--- config.mk ---
export PLATFORM = sky130hd
export DESIGN_NAME = spi_cfg_bank
export DESIGN_NICKNAME = d
export VERILOG_FILES = /design/src/rtl/spi_cfg_bank.sv
export SDC_FILE = /design/constraint.sdc
export NUM_CORES = 1
export LEC_CHECK = 0
export CORE_ASPECT_RATIO = 0.6
export CORE_MARGIN = 1
export CORE_UTILIZATION = 55
export CTS_BUF_LIST = sky130_fd_sc_hd__clkbuf_8
export DETAILED_ROUTE_END_ITERATION = 8
export GPL_ROUTABILITY_DRIVEN = 0
export GPL_TIMING_DRIVEN = 0
export HOLD_SLACK_MARGIN = 0.03
export PLACE_DENSITY = 0.88
export SLEW_MARGIN = 25
export SYNTH_ARGS = -nofsm -noshare
export SYNTH_HDL_FRONTEND = slang
export SYNTH_HIERARCHICAL = 1
export SYNTH_SLANG_ARGS = --single-unit
--- constraint.sdc ---
create_clock -name clk -period 7 [get_ports clk]
set_input_delay 1.4 -clock clk [delete_from_list [all_inputs] [get_ports clk]]
set_output_delay 1.4 -clock clk [all_outputs]
set_load 0.005 [all_outputs]
--- src/rtl/spi_cfg_bank.sv ---
// Multi-voice SPI configuration bank: oversampled mode-0 receiver that decodes
// addressed frames into per-voice config words, committed atomically on NSS rise.

module spi_cfg_voice #(
  parameter int CFG_W = 60
) (
  input  logic             clk,
  input  logic             arstn,
  input  logic             ld_cfg,
  input  logic             ld_trig,
  input  logic [CFG_W-1:0] shadow,
  input  logic             trig_val,
  output logic [CFG_W-1:0] cfg,
  output logic             trig
);
  always_ff @(posedge clk or negedge arstn) begin
    if (!arstn) begin
      cfg  <= '0;
      trig <= 1'b0;
    end else begin
      if (ld_cfg)  cfg  <= shadow;
      if (ld_trig) trig <= trig_val;
    end
  end
endmodule

module spi_cfg_bank #(
  parameter int VOICES = 4,
  parameter int CFG_W  = 60
) (
  input  logic                    clk,
  input  logic                    arstn,
  input  logic                    sck,
  input  logic                    nss,
  input  logic                    mosi,
  output logic [VOICES*CFG_W-1:0] cfg,
  output logic [VOICES-1:0]       trig,
  output logic                    progn,
  output logic                    commit,
  output logic                    err,
  output logic [7:0]              err_cnt
);
  localparam int CNT_W = $clog2(8 + CFG_W + 2);
  localparam logic [CNT_W-1:0] CNT_HDR  = CNT_W'(8);
  localparam logic [CNT_W-1:0] CNT_FULL = CNT_W'(8 + CFG_W);
  localparam logic [CNT_W-1:0] CNT_MAX  = CNT_W'(8 + CFG_W + 1);

  typedef enum logic [1:0] {WAIT, IDLE, SHIFT} state_t;

  state_t           state, state_nxt;
  logic [2:0]       sck_s, nss_s;
  logic [1:0]       mosi_s;
  logic [CNT_W-1:0] cnt;
  logic [7:0]       hdr;
  logic [CFG_W-1:0] shd;
  logic             clr, shift_en, eval;
  logic             voice_ok, wr_ok, tg_ok, bad;

  // Two sync flops per pin; the third stage on sck/nss is for edge detection.
  always_ff @(posedge clk or negedge arstn) begin
    if (!arstn) begin
      sck_s  <= 3'b000;
      nss_s  <= 3'b111;
      mosi_s <= 2'b00;
    end else begin
      sck_s  <= {sck_s[1:0], sck};
      nss_s  <= {nss_s[1:0], nss};
      mosi_s <= {mosi_s[0], mosi};
    end
  end

  wire sck_rise = sck_s[1] & ~sck_s[2];
  wire nss_fall = ~nss_s[1] & nss_s[2];
  wire nss_rise = nss_s[1] & ~nss_s[2];
  wire sample   = sck_rise & ~nss_s[1];

  always_ff @(posedge clk or negedge arstn) begin
    if (!arstn) state <= WAIT;
    else        state <= state_nxt;
  end

  always_comb begin
    state_nxt = state;
    clr       = 1'b0;
    shift_en  = 1'b0;
    eval      = 1'b0;
    case (state)
      WAIT:  if (nss_s[1]) state_nxt = IDLE;
      IDLE:  if (nss_fall) begin
               state_nxt = SHIFT;
               clr       = 1'b1;
             end
      SHIFT: if (nss_rise) begin
               state_nxt = IDLE;
               eval      = 1'b1;
             end else begin
               shift_en  = sample;
             end
      default: state_nxt = WAIT;
    endcase
  end

  assign voice_ok = {1'b0, hdr[5:0]} < 7'(VOICES);
  assign wr_ok    = eval &  hdr[6] & (cnt == CNT_FULL) & voice_ok;
  assign tg_ok    = eval & ~hdr[6] & (cnt == CNT_HDR)  & voice_ok;
  assign bad      = eval & ~(wr_ok | tg_ok);

  // Header fills first; payload enters the shadow at the MSB so bit 0 ends up first-sent.
  always_ff @(posedge clk or negedge arstn) begin
    if (!arstn) begin
      cnt <= '0;
      hdr <= '0;
      shd <= '0;
    end else if (clr) begin
      cnt <= '0;
      hdr <= '0;
      shd <= '0;
    end else if (shift_en) begin
      if (cnt < CNT_HDR)       hdr <= {mosi_s[1], hdr[7:1]};
      else if (cnt < CNT_FULL) shd <= {mosi_s[1], shd[CFG_W-1:1]};
      if (cnt != CNT_MAX)      cnt <= cnt + CNT_W'(1);
    end
  end

  always_ff @(posedge clk or negedge arstn) begin
    if (!arstn) begin
      commit  <= 1'b0;
      err     <= 1'b0;
      err_cnt <= '0;
    end else begin
      commit <= wr_ok | tg_ok;
      err    <= bad;
      if (bad && err_cnt != 8'hFF) err_cnt <= err_cnt + 8'd1;
    end
  end

  assign progn = nss_s[1];

  for (genvar v = 0; v < VOICES; v++) begin : g_voice
    wire sel = (hdr[5:0] == 6'(v));
    spi_cfg_voice #(.CFG_W(CFG_W)) u_voice (
      .clk      (clk),
      .arstn    (arstn),
      .ld_cfg   (wr_ok & sel),
      .ld_trig  ((wr_ok | tg_ok) & sel),
      .shadow   (shd),
      .trig_val (hdr[7]),
      .cfg      (cfg[v*CFG_W +: CFG_W]),
      .trig     (trig[v])
    );
  end
endmodule

# Word level (Yosys, flattened, before mapping)
# Index checks and enable logic that the tools add are counted.
[word_totals] out_inout_bits=255 ff_bits=339 in_bits=5 elab_cells=92
[op_classes] muxes=20 n_eq_ne=13 magnitude_cmp=3 reduce_logical=11 n_bitwise=25 addsub=2
[op_table] op="60-bit two-way mux" n=4
[op_table] op="8-bit two-way mux" n=3
[op_table] op="7-bit two-way mux" n=3
[op_table] op="1-bit AND" n=19
[op_table] op="6-bit by 2-bit == test with 1-bit output (second input constant)" n=2
[op_table] op="8-bit by 1-bit adder with 8-bit output (second input constant)" n=1
[op_table] op="2-bit inequality test (second input constant)" n=4
[op_table] op="8-bit inequality test (second input constant)" n=1
[op_table] op="2-bit nonzero test" n=4
[op_table] op="7-bit by 1-bit adder with 7-bit output (second input constant)" n=1
[op_table] op="7-bit by 4-bit == test with 1-bit output (second input constant)" n=1
[op_table] op="7-bit == test (second input constant)" n=1
[op_table] op="7-bit by 4-bit less-than comparator with 1-bit output (second input constant)" n=1
[op_table] op="7-bit less-than comparator (second input constant)" n=1
[op_table] op="7-bit inequality test (second input constant)" n=1
[op_table] op="6-bit by 1-bit == test with 1-bit output (second input constant)" n=1
[op_table] op="6-bit zero test" n=1
[op_table] op="6-bit by 3-bit less-than comparator with 1-bit output (second input constant)" n=1
[op_table] op="1-bit two-way mux" n=6
[op_table] op="2-bit two-way mux" n=3
[op_table] op="2-bit case mux with 3 select lines" n=1
[op_table] op="3-bit AND reduction" n=2
[op_table] op="1-bit NOT" n=5
[op_table] op="2-bit AND reduction" n=2
[op_table] op="other kinds (5)" n=5

# Logic depth before layout (Yosys ltp)
[logic_depth] ltp_word=11 depth_mapped=8 depth_no_buf=7

# Modules after synthesis
# Netlist, hierarchy kept.
[modules_own_cells] mod="spi_cfg_voice" cells_per_inst=129 instances=4 area_each_um2=2570.0 seq_area_each_um2=1526.5
[modules_own_cells] mod="spi_cfg_bank" cells_per_inst=383 instances=1 area_each_um2=3981.3 seq_area_each_um2=2381.0

# Worst setup path before layout
# OpenSTA, ideal clock, no wires.
[synth_timing] path_type="register to register" startpoint="register hdr[5]" endpoint="register g_voice[0].u_voice.cfg[0]" t_required_ns=6.875 path_buffers=2 t_arrival_ns=2.174 stages_incl_launch_ff=7 setup_time_ns=0.125 setup_slack_ns=4.701 period_less_slack_ns=2.299 path_cell_list="dfrtp_1 -> or4_4 -> or3_4 -> nor4_2 -> buf_6 -> buf_12 -> mux2_4"
[synth_via] elab_chain_cells=3 word_cells_on_any_way=4 classes_between="order compare: 1; bitwise: 2; reduce/logical: 1"
[synth_rtl] element="from (decl)" line="54" rtl="logic [7:0] hdr;"
[synth_rtl] element="from (signal assigned)" line="119" rtl="if (cnt < CNT_HDR) hdr <= {mosi_s[1], hdr[7:1]};"
[synth_rtl] element="6-bit by 3-bit less-than comparator with 1-bit output" line="103" rtl="assign voice_ok = {1'b0, hdr[5:0]} < 7'(VOICES);"
[synth_rtl] element="1-bit AND" line="104" rtl="assign wr_ok = eval & hdr[6] & (cnt == CNT_FULL) & voice_ok;"
[synth_rtl] element="1-bit AND (*)" line="144" rtl=".ld_cfg (wr_ok & sel),"
[synth_rtl] element="to (signal assigned)" line="21" rtl="if (ld_cfg) cfg <= shadow;"
[synth_rtl] element="to (decl)" line="13" rtl="output logic [CFG_W-1:0] cfg,"
# Every way passes the cells marked *; elsewhere a longest branch is shown, timed or not.
# A chain may end at the register's enable or synchronous reset.

# Worst setup path in the final report
[layout_timing] startpoint="register nss_s[1]" endpoint="output port progn"
[layout_lines] element="from (decl)" line="51" rtl="logic [2:0] sck_s, nss_s;"
[layout_lines] element="from (signal assigned)" line="67" rtl="nss_s <= {nss_s[1:0], nss};"
[layout_lines] element="to (decl)" line="38" rtl="output logic progn,"
# No word-level cell between the ends.

==> impl_metrics.json <==
{
  "synth.distinct_cells": 46,
  "fmax_ghz": 0.3157,
  "cts_max_path_buffers": 3,
  "hold_viol_final": 0,
  "clkTransAtPathRegs_ns": 0.06,
  "ir_drop_uv": 121.8,
  "syn_inst": 899,
  "insertion_delay_ns": 0.57,
  "antenna_found_initial": 0,
  "synthSimpleGateAreaFrac": 0.06027,
  "dr_total_vias": 8587,
  "worstSetupPathType": "flip-flop to output port",
  "wl_met1_um": 16320,
  "core_um2": 25390,
  "yosysTopAreaCell": "dfrtp_1",
  "via_per_inst": 5.367,
  "htreeDepth": 2,
  "final.period_utilization": 0.4525,
  "fin_nets": 1220,
  "synth_mux_area_frac": 0.2650,
  "synthAdderAreaFrac": 0.003509,
  "worst_slew_pin_slew_ns": 0.7569,
  "cp.arrival_ns": 1.77,
  "synth_compound_area_frac": 0.02404,
  "ant_nets": 0,
  "final.setup_skew_ns": 0.01920,
  "pwr-share-comb": 0.026,
  "syn-num-nets": 908,
  "synth_area_um2": 14260,
  "setup_viol": 0,
  "synth.avg_cell_area_um2": 15.86,
  "gr-total-overflow": 0,
  "netlist_top_cells_area": "dfrtp_1 59%, mux2_4 25%, buf_12 3.4%, nand2_1 1.9%, nand3_1 1.3%",
  "die_w_um": 209.9,
  "synth_top_flop_cell": "dfrtp_1",
  "pin_count": 260,
  "crit_required_ns": 5.60,
  "cts_root_buffer": "clkbuf_8",
  "area_growth_pct": 28.76,
  "swShare": 0.2246,
  "placed_area_um2": 17380,
  "ctsHoldBuffers": 0,
  "synth_top_area_share": 0.5896,
  "wl_met2_um": 15730,
  "drt_iter0_markers": 587,
  "grt_max_degree": 97,
  "dpl.hpwl_um": 23980,
  "die_h_um": 126.7,
  "start_kind": "flip-flop",
  "cts_tree": "done",
  "max_cap_viol_count": 0,
  "p_sw_mw": 0.8176,
  "tns_ns": 0,
  "fin_crit_ns": 3.168,
  "route.detailed.drc": 0,
  "num_antenna_cells": 0,
  "dieArea_um2": 26600,
  "cts_inserted_buffers": 48,
  "synth-seq-cells": 339,
  "crit_slowest_cell": "dfstp_2",
  "rows": 45,
  "nFillCells": 1588,
  "synth_top_cells_by_count": "336 x dfrtp_1, 242 x mux2_4, 74 x nand2_1",
  "relSlewSlack": 0.4954,
  "drt-total-wl_um": 34840,
  "wl_met3_um": 2244,
  "critPathMaxStageDelay_ns": 0.65,
  "top_layer_used": "met4",
  "ys_seq_area_frac": 0.5951,
  "power_density_nw_per_um2": 198.3,
  "grt_pass1_wl_um": 54390,
  "p_int_mw": 2.823,
  "design_area_um2": 18360,
  "wl_per_cell_um": 21.77,
  "path_cells": "clkdlybuf4s50_1",
  "status": "finished, final reports clean",
  "hp-class": "flip-flop to flip-flop",
  "cts_resized": 0,
  "rsz0062_at_grt": "no",
  "grt_pass1_vias": 9115,
  "synth_top_family_by_area": "multiplexers",
  "synth_xor_area_frac": 0.006756,
  "cts.sinks": 339,
  "power.leakage_nw": 8.512,
  "yosysMostFrequentCell": "dfrtp_1",
  "drive_above_1_share": 0.3021,
  "start_util": 0.5616,
  "critPathMaxFanout": 9,
  "io_buffers": 259,
  "end_kind": "output port",
  "cpLargestDelayFamily": "flip-flops",
  "crit_buf_inv": 1,
  "cts_setup_buffers": 0,
  "async_reset_ff_frac": 1.000,
  "firstDrtPassIters": 5,
  "p_clk_frac": 0.429,
  "grt_usage": 0.2659,
  "seq_power_share": 0.545,
  "maxSlewViolCount": 0,
  "totalPowerFinal_mw": 3.641,
  "synth_edf_count": 0,
  "yosysWarnings": 6
}
worst paths after layout:
kind	start	endpoint	slack, ns	depth (start not counted)
max	nss_s[1]	progn	3.83	1
min	sck_s[0]	sck_s[1]	0.35	0
max reg2reg	cnt[4]	g_voice[0].u_voice/cfg[0]	4.39	7
min reg2reg	sck_s[0]	sck_s[1]	0.35	0
max in group asynchronous	arstn	nss_s[1]	4.95	3
min in group asynchronous	arstn	g_voice[0].u_voice/cfg[43]	0.82	1
final cells by class:
class | count | area [um2] | area share
Buffer | 50 | 631.9 | 0.03441
Clock buffer | 61 | 839.6 | 0.04572
Clock inverter | 26 | 141.4 | 0.007700
Inverter | 4 | 15.01 | 0.0008177
Multi-Input combinational cell | 506 | 5127 | 0.2792
Sequential cell | 339 | 8487 | 0.4622
Tap cell | 352 | 440.4 | 0.02398
Timing Repair Buffer | 262 | 2680 | 0.1460
metrics by stage:
| stage | utilization | instances | hold slack [ns] | setup WS [ns] |
|---|---|---|---|---|
| after floorplan | - | 899 | 0.3312 | 4.701 |
| after global placement | 0.6811 | 1510 | 0.3356 | -9.495 |
| after detailed placement | 0.6845 | 1513 | 0.3381 | 4.292 |
| after CTS | 0.7231 | 1600 | 0.3571 | 3.785 |
| after global routing | 0.7231 | 1600 | 0.3675 | 3.784 |
| final | 0.7231 | 1600 | 0.3540 | 3.832 |
layer usage:
metal / global-route usage / vias to the layer above
met5: 0 / -
met4: 0.06569 / 0
met3: 0.06635 / 53
met2: 0.4034 / 292
met1: 0.3864 / 4485
li1: - / 3757
registers in the layout, indices dropped and copies added (netlist names), 2 cells and up:
signal and flops:
g_voice.u_voice/cfg 240, sck_s 3, cnt 7, g_voice.u_voice/trig 4
shd 60, mosi_s 2, hdr 8, nss_s 3
err_cnt 8, state 2
power groups by stage:
stage	combinational [mW]	sequential, mW	clock [mW]
after floorplan	0.0263	2.02	0
after global placement	0.0867	2.02	0
after detailed placement	0.0957	2.02	0
after CTS	0.0963	1.98	1.60
after global routing	0.107	1.98	1.69
final	0.0940	1.98	1.56
cell families after synthesis:
kind of cell	count (synthesis)
mux	256
buf+inv	54
compound gates	64
fa+ha+maj	4
flops	339
simple gates	171
xor+xnor	11
cell usage in the layout, fill, tap and decap left out, types with 4 or more instances in the layout:
cell type / instances
buf_12: 24
buf_2: 4
buf_4: 4
buf_6: 4
clkbuf_1: 11
clkbuf_8: 61
clkdlybuf4s50_1: 258
clkinv_2: 7
dfrtp_1: 336
ha_1: 4
inv_1: 20
mux2_2: 4
mux2_4: 242
mux2i_1: 10
nand2_1: 74
nand3_1: 36
nand4_1: 6
nor2_1: 23
o21ai_0: 29
o21ai_1: 29
xor2_1: 10
Note: power is estimated with default switching activity, not from simulation.
